<file path="src/rtl/counter_bank_pkg.sv">
`default_nettype none
// ============================================================================
//  Module      : counter_bank_pkg
//  Description : Shared definitions for the counter bank: overflow mode
//                constants, the per-cycle count action encoding and a helper
//                for locating channel slices inside packed bus vectors.
//  Revision    : 1.0 - initial release
// ============================================================================
package counter_bank_pkg;

    // Overflow handling selected by the SATURATE parameter
    localparam int MODE_WRAP = 0;   // wrap modulo 2^WIDTH
    localparam int MODE_SAT  = 1;   // clamp at 0 / max

    // The single action a channel's counter takes in a given cycle
    typedef enum logic [2:0] {
        ACT_HOLD = 3'd0,
        ACT_CLR  = 3'd1,
        ACT_LOAD = 3'd2,
        ACT_INC  = 3'd3,
        ACT_DEC  = 3'd4
    } act_e;

    // LSB position of channel ch inside a bus packed as N x w-bit fields
    function automatic int unsigned slice_lsb(input int unsigned ch,
                                              input int unsigned w);
        return ch * w;
    endfunction

endpackage
`default_nettype wire

</file>
<file path="src/rtl/counter_bank_ch.sv">
`default_nettype none
// ============================================================================
//  Module      : counter_bank_ch
//  Description : One counter channel: free-running prescaler, prioritised
//                up/down counter with wrap or saturate overflow, registered
//                zero / compare flags and a one-cycle overflow pulse.
//  Ports       : clk, rst_n          - clock, async active-low reset
//                i_clr/i_load        - sync clear, parallel load strobe
//                i_en/i_auto_en      - count enable, prescaler up-count enable
//                i_up/i_down         - single-cycle step pulses
//                i_load_val/i_cmp_val/i_div_val - load, compare, reload values
//                o_count/o_eq_zero/o_eq_cmp/o_ovf - state and flags
//  Revision    : 1.0 - initial release
// ============================================================================
module counter_bank_ch
    import counter_bank_pkg::*;
#(
    parameter int WIDTH      = 8,
    parameter int PRESCALE_W = 24,
    parameter int SATURATE   = MODE_WRAP
) (
    input  logic                  clk,
    input  logic                  rst_n,
    input  logic                  i_clr,
    input  logic                  i_en,
    input  logic                  i_auto_en,
    input  logic                  i_up,
    input  logic                  i_down,
    input  logic                  i_load,
    input  logic [WIDTH-1:0]      i_load_val,
    input  logic [WIDTH-1:0]      i_cmp_val,
    input  logic [PRESCALE_W-1:0] i_div_val,
    output logic [WIDTH-1:0]      o_count,
    output logic                  o_eq_zero,
    output logic                  o_eq_cmp,
    output logic                  o_ovf
);

    localparam logic [WIDTH-1:0]      c_max     = {WIDTH{1'b1}};
    localparam logic [WIDTH-1:0]      c_one     = {{(WIDTH-1){1'b0}}, 1'b1};
    localparam logic [PRESCALE_W-1:0] c_pre_one = {{(PRESCALE_W-1){1'b0}}, 1'b1};

    logic [PRESCALE_W-1:0] pre_q,   pre_d;
    logic                  tick_q,  tick_d;
    logic [WIDTH-1:0]      count_q, count_d;
    logic                  ovf_q,   ovf_d;
    logic                  eq_zero_q, eq_zero_d;
    logic                  eq_cmp_q,  eq_cmp_d;
    act_e                  act;

    // Prescaler: reloads from the live div_val only when it reaches zero,
    // so a new divisor takes effect at the next reload.
    always_comb begin
        pre_d  = pre_q - c_pre_one;
        tick_d = 1'b0;
        if (pre_q == '0) begin
            pre_d  = i_div_val;
            tick_d = 1'b1;
        end
    end

    // Action select; up together with down cancels both steps and
    // also suppresses the auto tick.
    always_comb begin
        act = ACT_HOLD;
        if (i_clr)
            act = ACT_CLR;
        else if (i_load)
            act = ACT_LOAD;
        else if (i_en && (i_up ^ i_down))
            act = i_up ? ACT_INC : ACT_DEC;
        else if (i_en && i_auto_en && tick_q && !i_up && !i_down)
            act = ACT_INC;
    end

    always_comb begin
        count_d = count_q;
        ovf_d   = 1'b0;
        unique case (act)
            ACT_CLR:  count_d = '0;
            ACT_LOAD: count_d = i_load_val;
            ACT_INC: begin
                if (count_q == c_max) begin
                    ovf_d   = 1'b1;
                    count_d = (SATURATE == MODE_WRAP) ? '0 : count_q;
                end else begin
                    count_d = count_q + c_one;
                end
            end
            ACT_DEC: begin
                if (count_q == '0) begin
                    ovf_d   = 1'b1;
                    count_d = (SATURATE == MODE_WRAP) ? c_max : count_q;
                end else begin
                    count_d = count_q - c_one;
                end
            end
            default:  count_d = count_q;
        endcase
    end

    // Flags compare the registered count, hence one cycle behind it
    always_comb begin
        eq_zero_d = (count_q == '0);
        eq_cmp_d  = (count_q == i_cmp_val);
    end

    always_ff @(posedge clk or negedge rst_n) begin
        if (!rst_n) begin
            pre_q     <= '0;
            tick_q    <= 1'b0;
            count_q   <= '0;
            ovf_q     <= 1'b0;
            eq_zero_q <= 1'b1;
            eq_cmp_q  <= 1'b0;
        end else begin
            pre_q     <= pre_d;
            tick_q    <= tick_d;
            count_q   <= count_d;
            ovf_q     <= ovf_d;
            eq_zero_q <= eq_zero_d;
            eq_cmp_q  <= eq_cmp_d;
        end
    end

    assign o_count   = count_q;
    assign o_eq_zero = eq_zero_q;
    assign o_eq_cmp  = eq_cmp_q;
    assign o_ovf     = ovf_q;

endmodule
`default_nettype wire

</file>
<file path="src/rtl/counter_bank.sv">
`default_nettype none
// ============================================================================
//  Module      : counter_bank
//  Description : Bank of N_CH independent prescaled up/down counters. This
//                level only slices the packed host buses per channel and
//                packs the channel results back.
//  Ports       : sys_clk, reset_n   - clock, async active-low reset
//                clr/en/auto_en/up/down/load - per-channel controls (N_CH)
//                load_val/cmp_val   - N_CH x WIDTH packed values
//                div_val            - N_CH x PRESCALE_W packed reload values
//                count              - N_CH x WIDTH packed counts
//                eq_zero/eq_cmp/ovf - per-channel flags
//  Revision    : 1.0 - initial release
// ============================================================================
module counter_bank
    import counter_bank_pkg::*;
#(
    parameter int N_CH       = 4,
    parameter int WIDTH      = 8,
    parameter int PRESCALE_W = 24,
    parameter int SATURATE   = MODE_WRAP
) (
    input  logic                       sys_clk,
    input  logic                       reset_n,
    input  logic [N_CH-1:0]            clr,
    input  logic [N_CH-1:0]            en,
    input  logic [N_CH-1:0]            auto_en,
    input  logic [N_CH-1:0]            up,
    input  logic [N_CH-1:0]            down,
    input  logic [N_CH-1:0]            load,
    input  logic [N_CH*WIDTH-1:0]      load_val,
    input  logic [N_CH*WIDTH-1:0]      cmp_val,
    input  logic [N_CH*PRESCALE_W-1:0] div_val,
    output logic [N_CH*WIDTH-1:0]      count,
    output logic [N_CH-1:0]            eq_zero,
    output logic [N_CH-1:0]            eq_cmp,
    output logic [N_CH-1:0]            ovf
);

    for (genvar i = 0; i < N_CH; i++) begin : g_ch
        counter_bank_ch #(
            .WIDTH      (WIDTH),
            .PRESCALE_W (PRESCALE_W),
            .SATURATE   (SATURATE)
        ) u_ch (
            .clk        (sys_clk),
            .rst_n      (reset_n),
            .i_clr      (clr[i]),
            .i_en       (en[i]),
            .i_auto_en  (auto_en[i]),
            .i_up       (up[i]),
            .i_down     (down[i]),
            .i_load     (load[i]),
            .i_load_val (load_val[slice_lsb(i, WIDTH) +: WIDTH]),
            .i_cmp_val  (cmp_val[slice_lsb(i, WIDTH) +: WIDTH]),
            .i_div_val  (div_val[slice_lsb(i, PRESCALE_W) +: PRESCALE_W]),
            .o_count    (count[slice_lsb(i, WIDTH) +: WIDTH]),
            .o_eq_zero  (eq_zero[i]),
            .o_eq_cmp   (eq_cmp[i]),
            .o_ovf      (ovf[i])
        );
    end

endmodule
`default_nettype wire

</file>
<file path="config.mk">
export PLATFORM = sky130hd
export DESIGN_NAME = counter_bank
export DESIGN_NICKNAME = d
export VERILOG_FILES = /design/src/rtl/counter_bank_pkg.sv /design/src/rtl/counter_bank_ch.sv /design/src/rtl/counter_bank.sv
export SDC_FILE = /design/constraint.sdc
export NUM_CORES = 1
export LEC_CHECK = 0
export BUFFER_PORTS_ARGS = -buffer_cell sky130_fd_sc_hd__buf_2
export CORE_MARGIN = 2
export CORE_UTILIZATION = 45
export CTS_BUF_LIST = sky130_fd_sc_hd__clkbuf_16
export CTS_CLUSTER_SIZE = 20
export DETAILED_ROUTE_END_ITERATION = 8
export PLACE_DENSITY_LB_ADDON = 0.3
export SLEW_MARGIN = 0
export SYNTH_ARGS = -nofsm -noshare
export SYNTH_HDL_FRONTEND = slang
export SYNTH_SLANG_ARGS = --single-unit
</file>
<file path="constraint.sdc">
create_clock -name sys_clk -period 3.65 [get_ports sys_clk]
set_input_delay 0.73 -clock sys_clk [delete_from_list [all_inputs] [get_ports sys_clk]]
set_output_delay 0.73 -clock sys_clk [all_outputs]
set_load 0.02 [all_outputs]
</file>
After elaboration in Yosys (flattened, before gate mapping)
Index checks and enable logic that the tools add are counted.
{"block": "word_totals", "out_inout_bits": 44, "reg_bits": 144, "input_bits": 186, "word_cells": 156}
{"block": "classes", "n_reduce_logical": 40, "bitwise": 4, "muxes": 52, "addsub": 12, "n_eq_ne": 24}
{"cell": "case mux 8 bit (4 select lines)", "count": 4}
{"cell": "logical NOT 24 bit", "count": 4}
{"cell": "2-to-1 mux 24 bit", "count": 4}
{"cell": "subtractor 24 x 1 -> 24 bit (second input constant)", "count": 4}
{"cell": "2-to-1 mux 8 bit", "count": 8}
{"cell": "2-to-1 mux 3 bit", "count": 16}
{"cell": "adder 8 x 1 -> 8 bit (second input constant)", "count": 4}
{"cell": "equality test 8 bit", "count": 4}
{"cell": "equality test 8 bit (second input constant)", "count": 4}
{"cell": "logical NOT 8 bit", "count": 4}
{"cell": "subtractor 8 x 1 -> 8 bit (second input constant)", "count": 4}
{"cell": "equality test 3 x 2 -> 1 bit (second input constant)", "count": 8}
{"cell": "logical AND 1 bit", "count": 20}
{"cell": "nonzero test 4 bit", "count": 4}
{"cell": "equality test 3 x 1 -> 1 bit (second input constant)", "count": 4}
{"cell": "equality test 3 bit (second input constant)", "count": 4}
{"cell": "2-to-1 mux 1 bit", "count": 12}
{"cell": "logical NOT 1 bit", "count": 8}
{"cell": "2-to-1 mux 2 bit", "count": 4}
{"cell": "case mux 1 bit (2 select lines)", "count": 4}
{"cell": "XOR 1 bit", "count": 4}

Depth between registers and ports, before layout
Gate-level depths: netlist of the first run.
{"block": "depth", "depth_word": 10, "depth_mapped": 9, "ltp_nobuf": 7}

Hierarchy
From an unflattened synthesis of the first run, not the netlist that was laid out.
{"block": "hier_totals", "hier_cells": 1050, "hier_area_um2": 9256.4}
{"module": "counter_bank_ch (g_ch[0].u_ch ...)", "n_inst": 3, "seq_area_each_um2": 902.1, "area_each_um2": 2334.7, "cells_each": 266}
{"module": "counter_bank_ch (g_ch[3].u_ch)", "n_inst": 1, "seq_area_each_um2": 902.1, "area_each_um2": 2252.2, "cells_each": 252}

Worst setup path before layout of the first run
Ideal clock, no wire load.
{"block": "synth_path", "path_type": "flip-flop to flip-flop", "startpoint": "register g_ch[0].u_ch.pre_q[15]", "endpoint": "register g_ch[0].u_ch.pre_q[17]", "path_slack_ns": 1.129, "t_required_ns": 3.525, "path_stages_with_launch": 7, "setup_ns": 0.125, "path_buffers": 1, "synth_period_minus_slack_ns": 2.521, "arrival_time_ns": 2.396, "cell_sequence": "dfrtp_1 or4_4 or4_1 buf_2 nor4_4 nor3b_4 mux2_2"}
{"block": "synth_via", "elab_chain_cells": 2, "word_cells_on_any_way": 3, "cone_classes": "1 x add/sub; 1 x mux; 1 x reduce/logical"}
{"item": "from (decl)", "line_no": "counter_bank_ch.sv:43", "text": "logic [PRESCALE_W-1:0] pre_q, pre_d;"}
{"item": "from (signal assigned)", "line_no": "counter_bank_ch.sv:117", "text": "pre_q <= pre_d;"}
{"item": "subtractor 24 x 1 -> 24 bit / logical NOT 24 bit (equally long branches)", "line_no": "counter_bank_ch.sv:54, counter_bank_ch.sv:56"}
{"item": "2-to-1 mux 24 bit (*)", "line_no": "counter_bank_ch.sv:56", "text": "if (pre_q == '0) begin"}
{"item": "named net g_ch[0].u_ch.pre_d[17]", "line_no": "counter_bank_ch.sv:43"}
Mark *: on every way through the listed nets, which the timed path passes. The rest lies on a longest branch.
A chain may end at the register's enable or synchronous reset.

Worst setup path after layout of the first run
{"block": "layout_path", "startpoint": "register g_ch[0].u_ch.pre_q[0]", "endpoint": "register g_ch[0].u_ch.pre_q[11]"}
The elaborated chain is that of the path after synthesis.

==> results of run 1 <==
-- cell type report --
class / count / area (um^2) / area share, %
Clock buffer: 17 / 425 / 3.89
Timing Repair Buffer: 241 / 1240 / 11.4
Inverter: 29 / 109 / 0.995
Sequential cell: 144 / 3610 / 33.0
Multi-Input combinational cell: 820 / 5070 / 46.4
Tap cell: 265 / 332 / 3.03
Antenna cell: 2 / 5.00 / 0.0458
Clock inverter: 15 / 144 / 1.32
-- state kept, by name, summed over array words and instances, names as in the netlist --
name	flops
g_ch.u_ch.tick_q	4
g_ch.u_ch.o_ovf	4
g_ch.u_ch.o_eq_cmp	4
g_ch.u_ch.o_eq_zero	4
g_ch.u_ch.o_count	32
g_ch.u_ch.pre_q	96
-- logic make-up after synthesis --
kind of cell	count (synthesis)	share of synthesized area [%]
AO/OA/AOI/OAI	251	17.1
XOR/XNOR	116	11.2
adder cells (fa/ha/maj)	17	2.34
buffers and inverters	93	4.49
flip-flops	144	39.7
multiplexers	8	0.964
AND/OR/NAND/NOR	428	24.2
-- cell usage in the layout (no fill, tap or decap), types with 5 or more instances in the layout --
| master | synthesis | layout |
|---|---|---|
| clkbuf_16 | 0 | 17 |
| or4b_2 | 6 | 6 |
| nand4_1 | 19 | 19 |
| nand3_1 | 42 | 42 |
| or3_1 | 13 | 13 |
| mux2_2 | 6 | 6 |
| o211ai_1 | 10 | 10 |
| or4_1 | 10 | 10 |
| o31ai_1 | 11 | 11 |
| o221ai_1 | 5 | 5 |
| dfrtp_1 | 140 | 140 |
| nor2_1 | 130 | 130 |
| nor3_1 | 46 | 45 |
| inv_1 | 29 | 30 |
| buf_2 | 5 | 228 |
| a31oi_1 | 13 | 13 |
| buf_4 | 12 | 12 |
| and3_1 | 12 | 12 |
| a21oi_1 | 92 | 92 |
| o311ai_0 | 7 | 7 |
| nor3b_1 | 10 | 10 |
| a22oi_1 | 13 | 13 |
| xor2_1 | 36 | 36 |
| xnor2_1 | 80 | 80 |
| nor4_1 | 28 | 28 |
| o21a_1 | 5 | 5 |
| o21ai_0 | 56 | 56 |
| a211oi_1 | 5 | 5 |
| ha_1 | 17 | 17 |
| nand2_1 | 69 | 69 |
| nor2b_1 | 9 | 9 |
-- worst max path at each step --
stage                                         to              startpoint  depth (start not counted)  slack (ps)
after floorplan           g_ch[0].u_ch.pre_q[17]  g_ch[0].u_ch.pre_q[15]                          6        1130
after global placement    g_ch[0].u_ch.pre_q[11]   g_ch[0].u_ch.pre_q[0]                          7         980
after detailed placement  g_ch[0].u_ch.pre_q[11]   g_ch[0].u_ch.pre_q[0]                          7         920
after CTS                 g_ch[0].u_ch.pre_q[11]   g_ch[0].u_ch.pre_q[0]                          7         900
after global routing      g_ch[0].u_ch.pre_q[11]   g_ch[0].u_ch.pre_q[0]                          7         790
final                     g_ch[0].u_ch.pre_q[11]   g_ch[0].u_ch.pre_q[0]                          7         910
-- cells in the mapped netlist (11+ instances only) --
library cell	instances	share of area, %
buf_4	12	0.99
o31ai_1	11	0.91
a31oi_1	13	0.90
xor2_1	36	3.5
xnor2_1	80	7.7
nand4_1	19	1.3
nor2_1	130	5.4
nor4_1	28	1.9
nor3_1	46	2.5
or3_1	13	0.90
ha_1	17	2.3
and3_1	12	0.83
nand2_1	69	2.9
clkbuf_1	45	1.9
dfrtp_1	140	39
a21oi_1	92	5.1
inv_1	29	1.2
nand3_1	42	2.3
o21ai_0	56	3.1
a22oi_1	13	1.1
-- power by group through the flow --
stage                     Clock, uW  Sequential [uW]  Combinational (uW)
after CTS                      1750             2220                1260
after global placement            0             2230                1220
after floorplan                   0             2170                 914
after detailed placement          0             2250                1250
final                          1700             2230                1250
after global routing           1820             2270                1410
-- through the flow --
stage / utilization (%) / cells
after floorplan: - / 1057
after global placement: 52.7 / 1499
after detailed placement: 52.7 / 1499
after CTS: 55.6 / 1531
after global routing: 55.6 / 1532
final: 55.6 / 1533
-- worst max-delay path, cell delays in order (launching register included) --
cell,delay (ps)
dfrtp_1,400
inv_1,90
ha_1,170
or4b_2,680
or4_1,420
or3_1,310
buf_4,240
mux2_2,300
-- per-layer routing --
| layer | routed length, um | vias to the layer above | track usage (%) |
|---|---|---|---|
| met4 | 341 | 2 | 5.83 |
| li1 | - | 4193 | - |
| met5 | 13 | - | 0 |
| met3 | 1390 | 23 | 5.69 |
| met1 | 10700 | 3959 | 29.4 |
| met2 | 10900 | 249 | 35.2 |
==> summary.txt, run 1 <==
Finish
  – Area delta synth->final: 20.4%
  – Fill cells: 1877
  – Nets: 1456
  – Final Cell Area: 0.0109 mm^2
  – Share of layout cells above drive strength 1: 24.2%

Clock tree
  – Sink Count: 144
  – Root buf cell: clkbuf_16
  – Hold_buf cts: 0
  – Resized Gates After CTS: 0
  – Maximum clock path buffer count: 2
  – Clk Latency, worst-skew pair: 420 ps
  – Htree depth: 4
  – # Post-CTS Setup Buffers: 0
  – TritonCTS clock tree: built
  – Clk slew on worst S/H paths: 60 ps
  – Num CTS Buffers: 17

Power and ir drop
  – PnR Total Power: 5180 uW
  – Sw frac: 33.1%
  – Combinational share of power: 24.2%
  – VDD IR max: 0.336 mV
  – Static Leak: 0.00467 uW
  – NetSw: 1720 uW
  – PD cells: 474 mW/mm^2
  – Clock power share: 32.8%
  – Int Pwr: 3460 uW
  – Sequential power share: 43.0%

Timing
  – Post-route setup slack: 911 ps
  – Clk_skew: 6.77 ps
  – Actual slew at the worst max-slew pin: 921 ps
  – RSZ-0062 raised after global routing: false
  – Final setup vio count: 0
  – Tcrit/Tclk final: 75.1%
  – Max Slew Vio Count: 0
  – Total negative setup slack: 0 ps
  – Relative slew slack: 38.5%
  – Min Clock Period, post-route: 2740 ps
  – Final hold slack: 291 ps
  – Fmax: 365 MHz
  – Hold Vio Cnt, Final: 0

Placed design
  – IO buf count: 229
  – Post-DP HPWL: 16.8 mm
  – Dpl cell area: 0.0104 mm^2
  – Pre-CTS worst setup slack: 923 ps
  – Gpl congestion: 0.872

Floorplanning
  – Die X: 146 um
  – Core ar.: 0.0197 mm^2
  – Rows: 51
  – Initial Util: 46.2%
  – Top Ports: 230
  – Die area: 0.0213 mm^2
  – Die height: 146 um

Worst hold path
  – Hold Path Class: input pin to asynchronous set/reset pin

Route
  – Avg WL per Cell: 15.2 um
  – Initial DRC count: 418
  – Detailed-route DRC error count: 0
  – Initial DRT Pass Iterations: 4
  – Drt via density: 5.50
  – Final wirelength: 23.3 mm
  – Vias: 8426
  – Final ANT Viol Nets: 0

Global route
  – Tot GR Track Use: 21.9%
  – First-pass GRT wire length: 38.9 mm
  – Number of global-route vias before repair: 8085
  – Antenna violations before repair: 3
  – Largest net degree at the start of global routing: 64
  – Gr ovfl total: 0

Critical path
  – Terminus of the critical flop-to-flop path: g_ch[0].u_ch.pre_q[11]
  – Reg2reg start: g_ch[0].u_ch.pre_q[0]
  – Reg2Reg Depth: 7
  – Crit path kind: flip-flop to flip-flop
  – R2R Setup Slk: 910 ps
  – Worst-path maximum fanout: 37
  – WP data required: 3950 ps
  – Crit end category: flip-flop
  – Critical Path AT: 3040 ps
  – Startpoint types: flip-flop

Synth
  – Dominant synthesized flop cell: dfrtp_1
  – Async S/R FF share, synth: 100%
  – EDFF count, synth: 0
  – Synthesized area: 0.00908 mm^2
  – Post-Synthesis Mean Instance Area: 8.59 um^2
  – Cell variety after synth: 69
  – Yosys warnings: 0
  – Post-synth net total: 1260
  – Yosys reg bits: 144
  – Sequential area share after synthesis: 39.7%
  – Gate Count Post-Synth: 1057

Outcome
  – Status: finished clean

Run
  – Max_cap viols: 0
Power figures use the tool's default switching activity.
==> run 2, diff against run 1 <==
clock period = 2.3 ns   (was 3.65 ns; I/O delays follow)
==> run 2 against run 1 <==
Compared with the run above:
- sequential cell count stayed put
- wire length up 4.4%
- critical endpoint unchanged
- clock power increased by 82%
- largest power group unchanged
- the flow now finishes with violations (negative hold slack, negative setup slack)
- worst setup slack lost 1100 ps
- clock-buffer cell count is the same
- total power rose by 73%
- maximum frequency up 11%
- sequential share of layout area shrank 2.2 points
- design area rose by 7.0%
- non-clock buffer count increased by 80
==> summary.txt, run 2 (synthesis results as in run 1) <==
Global route
  – Number of global-route vias before repair: 8375 (was 8085)
  – First-pass GRT wire length: 39.8 mm (was 38.9 mm)
  – Largest net degree at the start of global routing: 50 (was 64)
  – Gr ovfl total: 0 (unchanged)
  – Tot GR Track Use: 22.6% (was 21.9%)
  – Antenna violations before repair: 4 (was 3)

Power and ir drop
  – Sequential power share: 38.1% (was 43.0%)
  – Clock power share: 34.6% (was 32.8%)
  – Int Pwr: 6100 uW (was 3460 uW)
  – NetSw: 2840 uW (was 1720 uW)
  – Combinational share of power: 27.4% (was 24.2%)
  – VDD IR max: 0.503 mV (was 0.336 mV)
  – PD cells: 764 mW/mm^2 (was 474 mW/mm^2)
  – Static Leak: 0.00514 uW (was 0.00467 uW)
  – Sw frac: 31.8% (was 33.1%)

Clock tree
  – Clk Latency, worst-skew pair: 420 ps (about the same)
  – Num CTS Buffers: 17 (unchanged)
  – Root buf cell: clkbuf_16 (unchanged)
  – Sink Count: 144 (unchanged)
  – TritonCTS clock tree: built (unchanged)
  – Clk slew on worst S/H paths: 60 ps (about the same)
  – Maximum clock path buffer count: 2 (unchanged)
  – Htree depth: 4 (unchanged)

Critical path
  – Worst path cell trace: inv_1 > ha_1 > or4b_4 > or4_1 > or3_1 > buf_4 > mux2_2 (was inv_1 > ha_1 > or4b_2 > or4_1 > or3_1 > buf_4 > mux2_2)
  – Worst Setup SP: g_ch[0].u_ch.pre_q[0] (unchanged)
  – CP top delay family: simple AND/OR/NAND/NOR gates (unchanged)
  – Reg2reg start: g_ch[0].u_ch.pre_q[0] (unchanged)
  – Crit end category: flip-flop (unchanged)
  – Terminus of the critical flop-to-flop path: g_ch[0].u_ch.pre_q[11] (unchanged)
  – WP data required: 2600 ps (was 3950 ps)
  – CP Buf/Inv Count: 2 (unchanged)
  – Worst-path maximum fanout: 9 (was 37)
  – Reg2Reg Depth: 7 (unchanged)
  – Crit path kind: flip-flop to flip-flop (unchanged)
  – CP max stage delay: 470 ps (was 680 ps)
  – Crit-path slowest cell: or4b_4 (was or4b_2)
  – R2R Setup Slk: -160 ps (was 910 ps)
  – Critical Path AT: 2760 ps (was 3040 ps)
  – Startpoint types: flip-flop (unchanged)

Finish
  – Nets: 1536 (was 1456)
  – Share of layout cells above drive strength 1: 29.0% (was 24.2%)
  – Largest Register: g_ch.u_ch.pre_q (unchanged)
  – Max FFs per register: 96 (unchanged)
  – Most common cell after layout, fill and taps aside: buf_2 (unchanged)
  – Most frequent cells in the layout: 228 x buf_2, 140 x dfrtp_1, 130 x nor2_1, 92 x a21oi_1, 87 x buf_4 (was 228 x buf_2, 140 x dfrtp_1, 130 x nor2_1, 92 x a21oi_1, 80 x xnor2_1)
  – Area delta synth->final: 28.8% (was 20.4%)

Placed design
  – Gpl congestion: 0.866 (was 0.872)
  – Pre-CTS worst setup slack: -188 ps (was 923 ps)
  – IO buf count: 229 (unchanged)
  – Post-DP HPWL: 17.9 mm (was 16.8 mm)

Route
  – Avg WL per Cell: 15.1 um (was 15.2 um)
  – Initial DRC count: 460 (was 418)
  – Detailed-route DRC error count: 0 (unchanged)
  – Initial DRT Pass Iterations: 5 (was 4)
  – Drt via density: 5.44 (was 5.50)
  – Vias: 8785 (was 8426)
  – Final ANT Viol Nets: 0 (unchanged)
  – Final wirelength: 24.3 mm (was 23.3 mm)

Timing
  – Max Slew Vio Count: 0 (unchanged)
  – Final setup vio count: 24 (was 0)
  – Min Clock Period, post-route: 2460 ps (was 2740 ps)
  – Clk_skew: 12.5 ps (was 6.77 ps)
  – Final hold slack: -11.3 ps (was 291 ps)
  – Relative slew slack: 54.8% (was 38.5%)
  – Tcrit/Tclk final: 107% (was 75.1%)
  – Post-route setup slack: -162 ps (was 911 ps)
  – Total negative setup slack: -1630 ps (was 0 ps)
  – Actual slew at the worst max-slew pin: 676 ps (was 921 ps)
  – Fmax: 406 MHz (was 365 MHz)
  – Hold Vio Cnt, Final: 16 (was 0)
  – RSZ-0062 raised after global routing: true (was false)

Floorplanning
  – Top Ports: 230 (unchanged)
  – Initial Util: 46.2% (unchanged)
  – Core ar.: 0.0197 mm^2 (unchanged)
  – Die height: 146 um (unchanged)
  – Rows: 51 (unchanged)
  – Die area: 0.0213 mm^2 (unchanged)
  – Die X: 146 um (unchanged)

Run
  – Max_cap viols: 0 (unchanged)

Outcome
  – Status: complete, but fails checks (was finished clean)
  – Failing checks: negative hold slack, negative setup slack

Worst hold path
  – Hold Path Class: input pin to asynchronous set/reset pin (unchanged)
-- run 2: stage by stage --
| step | power (uW) | hold WS (ps) | area (um^2) | utilization (%) | cells |
|---|---|---|---|---|---|
| 2_1_floorplan | 4900 | 164 | 9100 | - | 1057 |
| 3_3_place_gp | 5780 | 446 | 11000 | 55.9 | 1576 |
| 3_5_place_dp | 5850 | 449 | 11000 | 55.9 | 1576 |
| 4_1_cts | 8990 | 2.44 | 11700 | 59.3 | 1610 |
| 5_1_grt | 9460 | 7.85 | 11700 | 59.5 | 1614 |
| 6_report | 8940 | -11.3 | 11700 | 59.5 | 1614 |
-- run 2: how the worst max path moves through the flow --
stage / slack [ps] / endpoint / cells past startpoint
floorplan: -170 / g_ch[0].u_ch.pre_q[17] / 6
global placement: -140 / g_ch[0].u_ch.pre_q[17] / 5
detailed placement: -190 / g_ch[0].u_ch.pre_q[20] / 5
CTS: -150 / g_ch[0].u_ch.pre_q[11] / 7
global route: -230 / g_ch[0].u_ch.pre_q[20] / 5
finish: -160 / g_ch[0].u_ch.pre_q[11] / 7
-- run 2: layer usage --
metal | vias to the layer above | routed length (um) | global-route usage, %
met5 | - | 16 | 0
met4 | 2 | 484 | 8.83
met3 | 36 | 1150 | 4.38
met2 | 254 | 11400 | 35.8
met1 | 4129 | 11200 | 30.5
li1 | 4364 | - | -
-- run 2: layout make-up --
| type | instances | area, um^2 |
|---|---|---|
| timing repair buffer | 321 | 1890 |
| clock buffer | 17 | 425 |
| tap | 265 | 332 |
| inverter | 29 | 109 |
| sequential | 144 | 3610 |
| antenna | 3 | 7.51 |
| fill | 1787 | 7950 |
| multi-input combinational | 820 | 5100 |
| clock inverter | 15 | 229 |
-- run 2: power by group through the flow --
stage	combinational [uW]	sequential (uW)	clock (uW)
after floorplan	1460	3450	0
after global placement	2360	3420	0
after detailed placement	2410	3430	0
after CTS	2440	3390	3150
after global routing	2710	3470	3280
final	2450	3400	3090
-- run 2: what timing repair did --
action	CTS	global route
setup endpoints to repair	24	28
gates resized for setup	2	5
buffers inserted	2	3
pin swaps	1	2
hold buffers	0	0
==> run 3, diff against run 2 <==
ABC_AREA = 1   (was unset)
==> run 3 against run 2 <==
Compared with the run above:
- the run now ends clean
- hold slack improved by 240 ps
- die area up 17%
- combinational power shrank 64%
- design area rose by 7.7%
- cell count up 34%
- clock-buffer cell count unchanged
- sequential share of layout area shrank 2.2 points
- wire length increased by 16%
- total power fell by 27%
- worst setup slack improved by 550 ps
- global-route usage up 0.46 points
==> summary.txt, run 3 <==
Floorplanning
  – Die height: 158 um (was 146 um)
  – Top Ports: 230 (unchanged)
  – Die area: 0.0249 mm^2 (was 0.0213 mm^2)
  – Die X: 158 um (was 146 um)
  – Rows: 56 (was 51)
  – Core ar.: 0.0233 mm^2 (was 0.0197 mm^2)
  – Initial Util: 45.6% (was 46.2%)

Power and ir drop
  – Sw frac: 29.2% (was 31.8%)
  – Static Leak: 0.00626 uW (was 0.00514 uW)
  – Int Pwr: 4590 uW (was 6100 uW)
  – PnR Total Power: 6480 uW (was 8940 uW)
  – PD cells: 515 mW/mm^2 (was 764 mW/mm^2)
  – Clock power share: 44.5% (was 34.6%)
  – Combinational share of power: 13.7% (was 27.4%)
  – VDD IR max: 0.363 mV (was 0.503 mV)
  – NetSw: 1890 uW (was 2840 uW)
  – Sequential power share: 41.8% (was 38.1%)

Critical path
  – Worst path cell trace: nor2_1 > nand2_1 > nor2_4 > nand3_2 > buf_12 > nand3_1 > o21ai_1 (was inv_1 > ha_1 > or4b_4 > or4_1 > or3_1 > buf_4 > mux2_2)
  – CP top delay family: simple AND/OR/NAND/NOR gates (unchanged)
  – Startpoint types: flip-flop (unchanged)
  – WP data required: 2600 ps (about the same)
  – Crit end category: flip-flop (unchanged)
  – R2R Setup Slk: 390 ps (was -160 ps)
  – Crit path kind: flip-flop to flip-flop (unchanged)
  – CP Buf/Inv Count: 1 (was 2)
  – CP max stage delay: 420 ps (was 470 ps)
  – Crit-path slowest cell: dfrtp_1 (was or4b_4)
  – Critical Path AT: 2210 ps (was 2760 ps)
  – Worst-path maximum fanout: 21 (was 9)

Route
  – Initial DRC count: 684 (was 460)
  – Final wirelength: 28.2 mm (was 24.3 mm)
  – Avg WL per Cell: 13.1 um (was 15.1 um)
  – Final ANT Viol Nets: 0 (unchanged)
  – Vias: 10800 (was 8785)
  – Initial DRT Pass Iterations: 7 (was 5)
  – Detailed-route DRC error count: 0 (unchanged)
  – Drt via density: 5.01 (was 5.44)

Timing
  – Hold Vio Cnt, Final: 0 (was 16)
  – RSZ-0062 raised after global routing: false (was true)
  – Tcrit/Tclk final: 82.9% (was 107%)
  – Total negative setup slack: 0 ps (was -1630 ps)
  – Clk_skew: 12.8 ps (was 12.5 ps)
  – Final setup vio count: 0 (was 24)
  – Relative slew slack: 46.5% (was 54.8%)
  – Min Clock Period, post-route: 1910 ps (was 2460 ps)
  – Fmax: 524 MHz (was 406 MHz)
  – Actual slew at the worst max-slew pin: 802 ps (was 676 ps)
  – Max Slew Vio Count: 0 (unchanged)

Clock tree
  – Htree depth: 4 (unchanged)
  – Num CTS Buffers: 17 (unchanged)
  – Root buf cell: clkbuf_16 (unchanged)
  – Clk Latency, worst-skew pair: 420 ps (about the same)
  – Resized Gates After CTS: 0 (was 2)
  – Sink Count: 144 (unchanged)
  – # Post-CTS Setup Buffers: 0 (was 2)
  – Clk slew on worst S/H paths: 70 ps (was 60 ps)
  – Maximum clock path buffer count: 2 (unchanged)
  – TritonCTS clock tree: built (unchanged)

Placed design
  – Gpl congestion: 0.908 (was 0.866)
  – Dpl cell area: 0.0120 mm^2 (was 0.0110 mm^2)
  – Placed Cells: 2122 (was 1576)
  – Post-DP HPWL: 21.7 mm (was 17.9 mm)
  – IO buf count: 229 (unchanged)

Synth
  – Yosys reg bits: 144 (unchanged)
  – Gate Count Post-Synth: 1610 (was 1057)
  – Dominant synthesized flop cell: dfrtp_1 (unchanged)
  – Synthesized area: 0.0106 mm^2 (was 0.00908 mm^2)
  – Cell with the most instances after synthesis: nand2_1 (was dfrtp_1)
  – Sequential area share after synthesis: 33.9% (was 39.7%)
  – Synth area leaders: dfrtp_1 33%, nand2_1 18%, nor2_1 7.7%, inv_1 7.0%, nand3_1 6.9% (was dfrtp_1 39%, xnor2_1 7.7%, nor2_1 5.4%, a21oi_1 5.1%, xor2_1 3.5%)
  – Yosys top cell area share: 32.9% (was 38.6%)
  – Async S/R FF share, synth: 100% (unchanged)
  – Synth cell count leaders: 503 x nand2_1, 217 x nor2_1, 197 x inv_1 (was 140 x dfrtp_1, 130 x nor2_1, 92 x a21oi_1)
  – Yosys warnings: 0 (unchanged)
  – Post-synth net total: 1813 (was 1260)
  – Cell variety after synth: 40 (was 69)
  – Yosys top cell by area: dfrtp_1 (unchanged)
  – EDFF count, synth: 0 (unchanged)
  – Post-Synthesis Mean Instance Area: 6.61 um^2 (was 8.59 um^2)

Worst hold path
  – Hold Path Class: input pin to flip-flop (was input pin to asynchronous set/reset pin)

Global route
  – Largest net degree at the start of global routing: 41 (was 50)
  – Number of global-route vias before repair: 9976 (was 8375)
  – First-pass GRT wire length: 46.7 mm (was 39.8 mm)
  – Antenna violations before repair: 1 (was 4)
  – Tot GR Track Use: 23.0% (was 22.6%)
  – Gr ovfl total: 0 (unchanged)

Finish
  – Largest Register: g_ch.u_ch.pre_q (unchanged)
  – Most common cell after layout, fill and taps aside: nand2_1 (was buf_2)
  – Most frequent cells in the layout: 503 x nand2_1, 228 x buf_2, 217 x nor2_1, 197 x inv_1, 147 x nand3_1 (was 228 x buf_2, 140 x dfrtp_1, 130 x nor2_1, 92 x a21oi_1, 87 x buf_4)
  – Final Cell Area: 0.0126 mm^2 (was 0.0117 mm^2)
  – Final core utilization: 54.0% (was 59.5%)
  – Max FFs per register: 96 (unchanged)
  – Fin cells: 2156 (was 1614)
  – Share of layout cells above drive strength 1: 17.9% (was 29.0%)
  – Area delta synth->final: 18.5% (was 28.8%)
  – Nets: 2026 (was 1536)

Outcome
  – Status: finished clean (was complete, but fails checks)

Run
  – Max_cap viols: 0 (unchanged)
-- run 3: changes by cell type after synthesis, moves of 27 or more --
cell / previous run / this run
nor3_1: 46 / 10
nand3_1: 42 / 147
a21oi_1: 92 / 12
nor2_1: 130 / 217
nand4_1: 19 / 90
clkbuf_1: 45 / 4
nand2_1: 69 / 503
xnor2_1: 80 / 36
nor4_1: 28 / 1
inv_1: 29 / 197
-- run 3: cell type report --
type                            count  area, um^2
Antenna cell                        1        2.50
Clock buffer                       17         425
Clock inverter                     15         171
Fill cell                        2319       10700
Inverter                          201         756
Multi-Input combinational cell   1213        5920
Sequential cell                   144        3610
Tap cell                          319         399
Timing Repair Buffer              246        1320
-- run 3: repair_timing --
action,4_1_cts,5_1_grt
hold buffers,1,0
endpoints found under the setup margin,0,0
endpoints found under the hold margin,28,0
-- run 3: cell families after synthesis --
kind of cell / count (synthesis) / synth area share [%]
compound gates: 105 / 5.71
xor+xnor: 73 / 6.01
fa+ha+maj: 17 / 2.00
buf+inv: 253 / 10.4
flops: 144 / 33.9
simple gates: 1018 / 41.9
-- run 3: path summary, 6_finish.rpt --
| path | startpoint | to | cells past startpoint |
|---|---|---|---|
| setup / recovery | g_ch[2].u_ch.pre_q[11] | g_ch[2].u_ch.pre_q[9] | 7 |
| hold / removal | div_val[28] | g_ch[1].u_ch.pre_q[4] | 3 |
| setup reg to reg | g_ch[2].u_ch.pre_q[11] | g_ch[2].u_ch.pre_q[9] | 7 |
| hold reg to reg | g_ch[1].u_ch.pre_q[0] | g_ch[1].u_ch.pre_q[0] | 1 |
| max in group asynchronous | reset_n | g_ch[1].u_ch.o_eq_zero | 3 |
| min in group asynchronous | reset_n | g_ch[0].u_ch.pre_q[22] | 2 |
-- run 3: power groups by stage --
stage               registers, uW  clock network [uW]  logic (uW)
floorplan                    2740                   0         513
global placement             2750                   0         877
detailed placement           2760                   0         887
CTS                          2710                2940         893
global route                 2720                3060        1010
finish                       2710                2880         891
-- run 3: through the flow --
step / hold WS, ps / worst slack [ps]
after floorplan: 164 / 685
after global placement: 374 / 497
after detailed placement: 377 / 431
after CTS: 210 / 423
after global routing: 223 / 221
final: 227 / 392
-- run 3: per-layer routing --
layer  up-vias  global-route usage (%)  part of all wire, %
met3        42                    3.12                  5.3
met2       336                    36.7                   45
li1       5569                       -                    -
met5         -                       0                    0
met1      4851                    32.2                   47
met4         0                    7.53                  1.9
-- run 3: tightest hold or removal path, stage by stage --
cell	delay, ps
buf_2	70
nand2_1	40
nand2_1	40
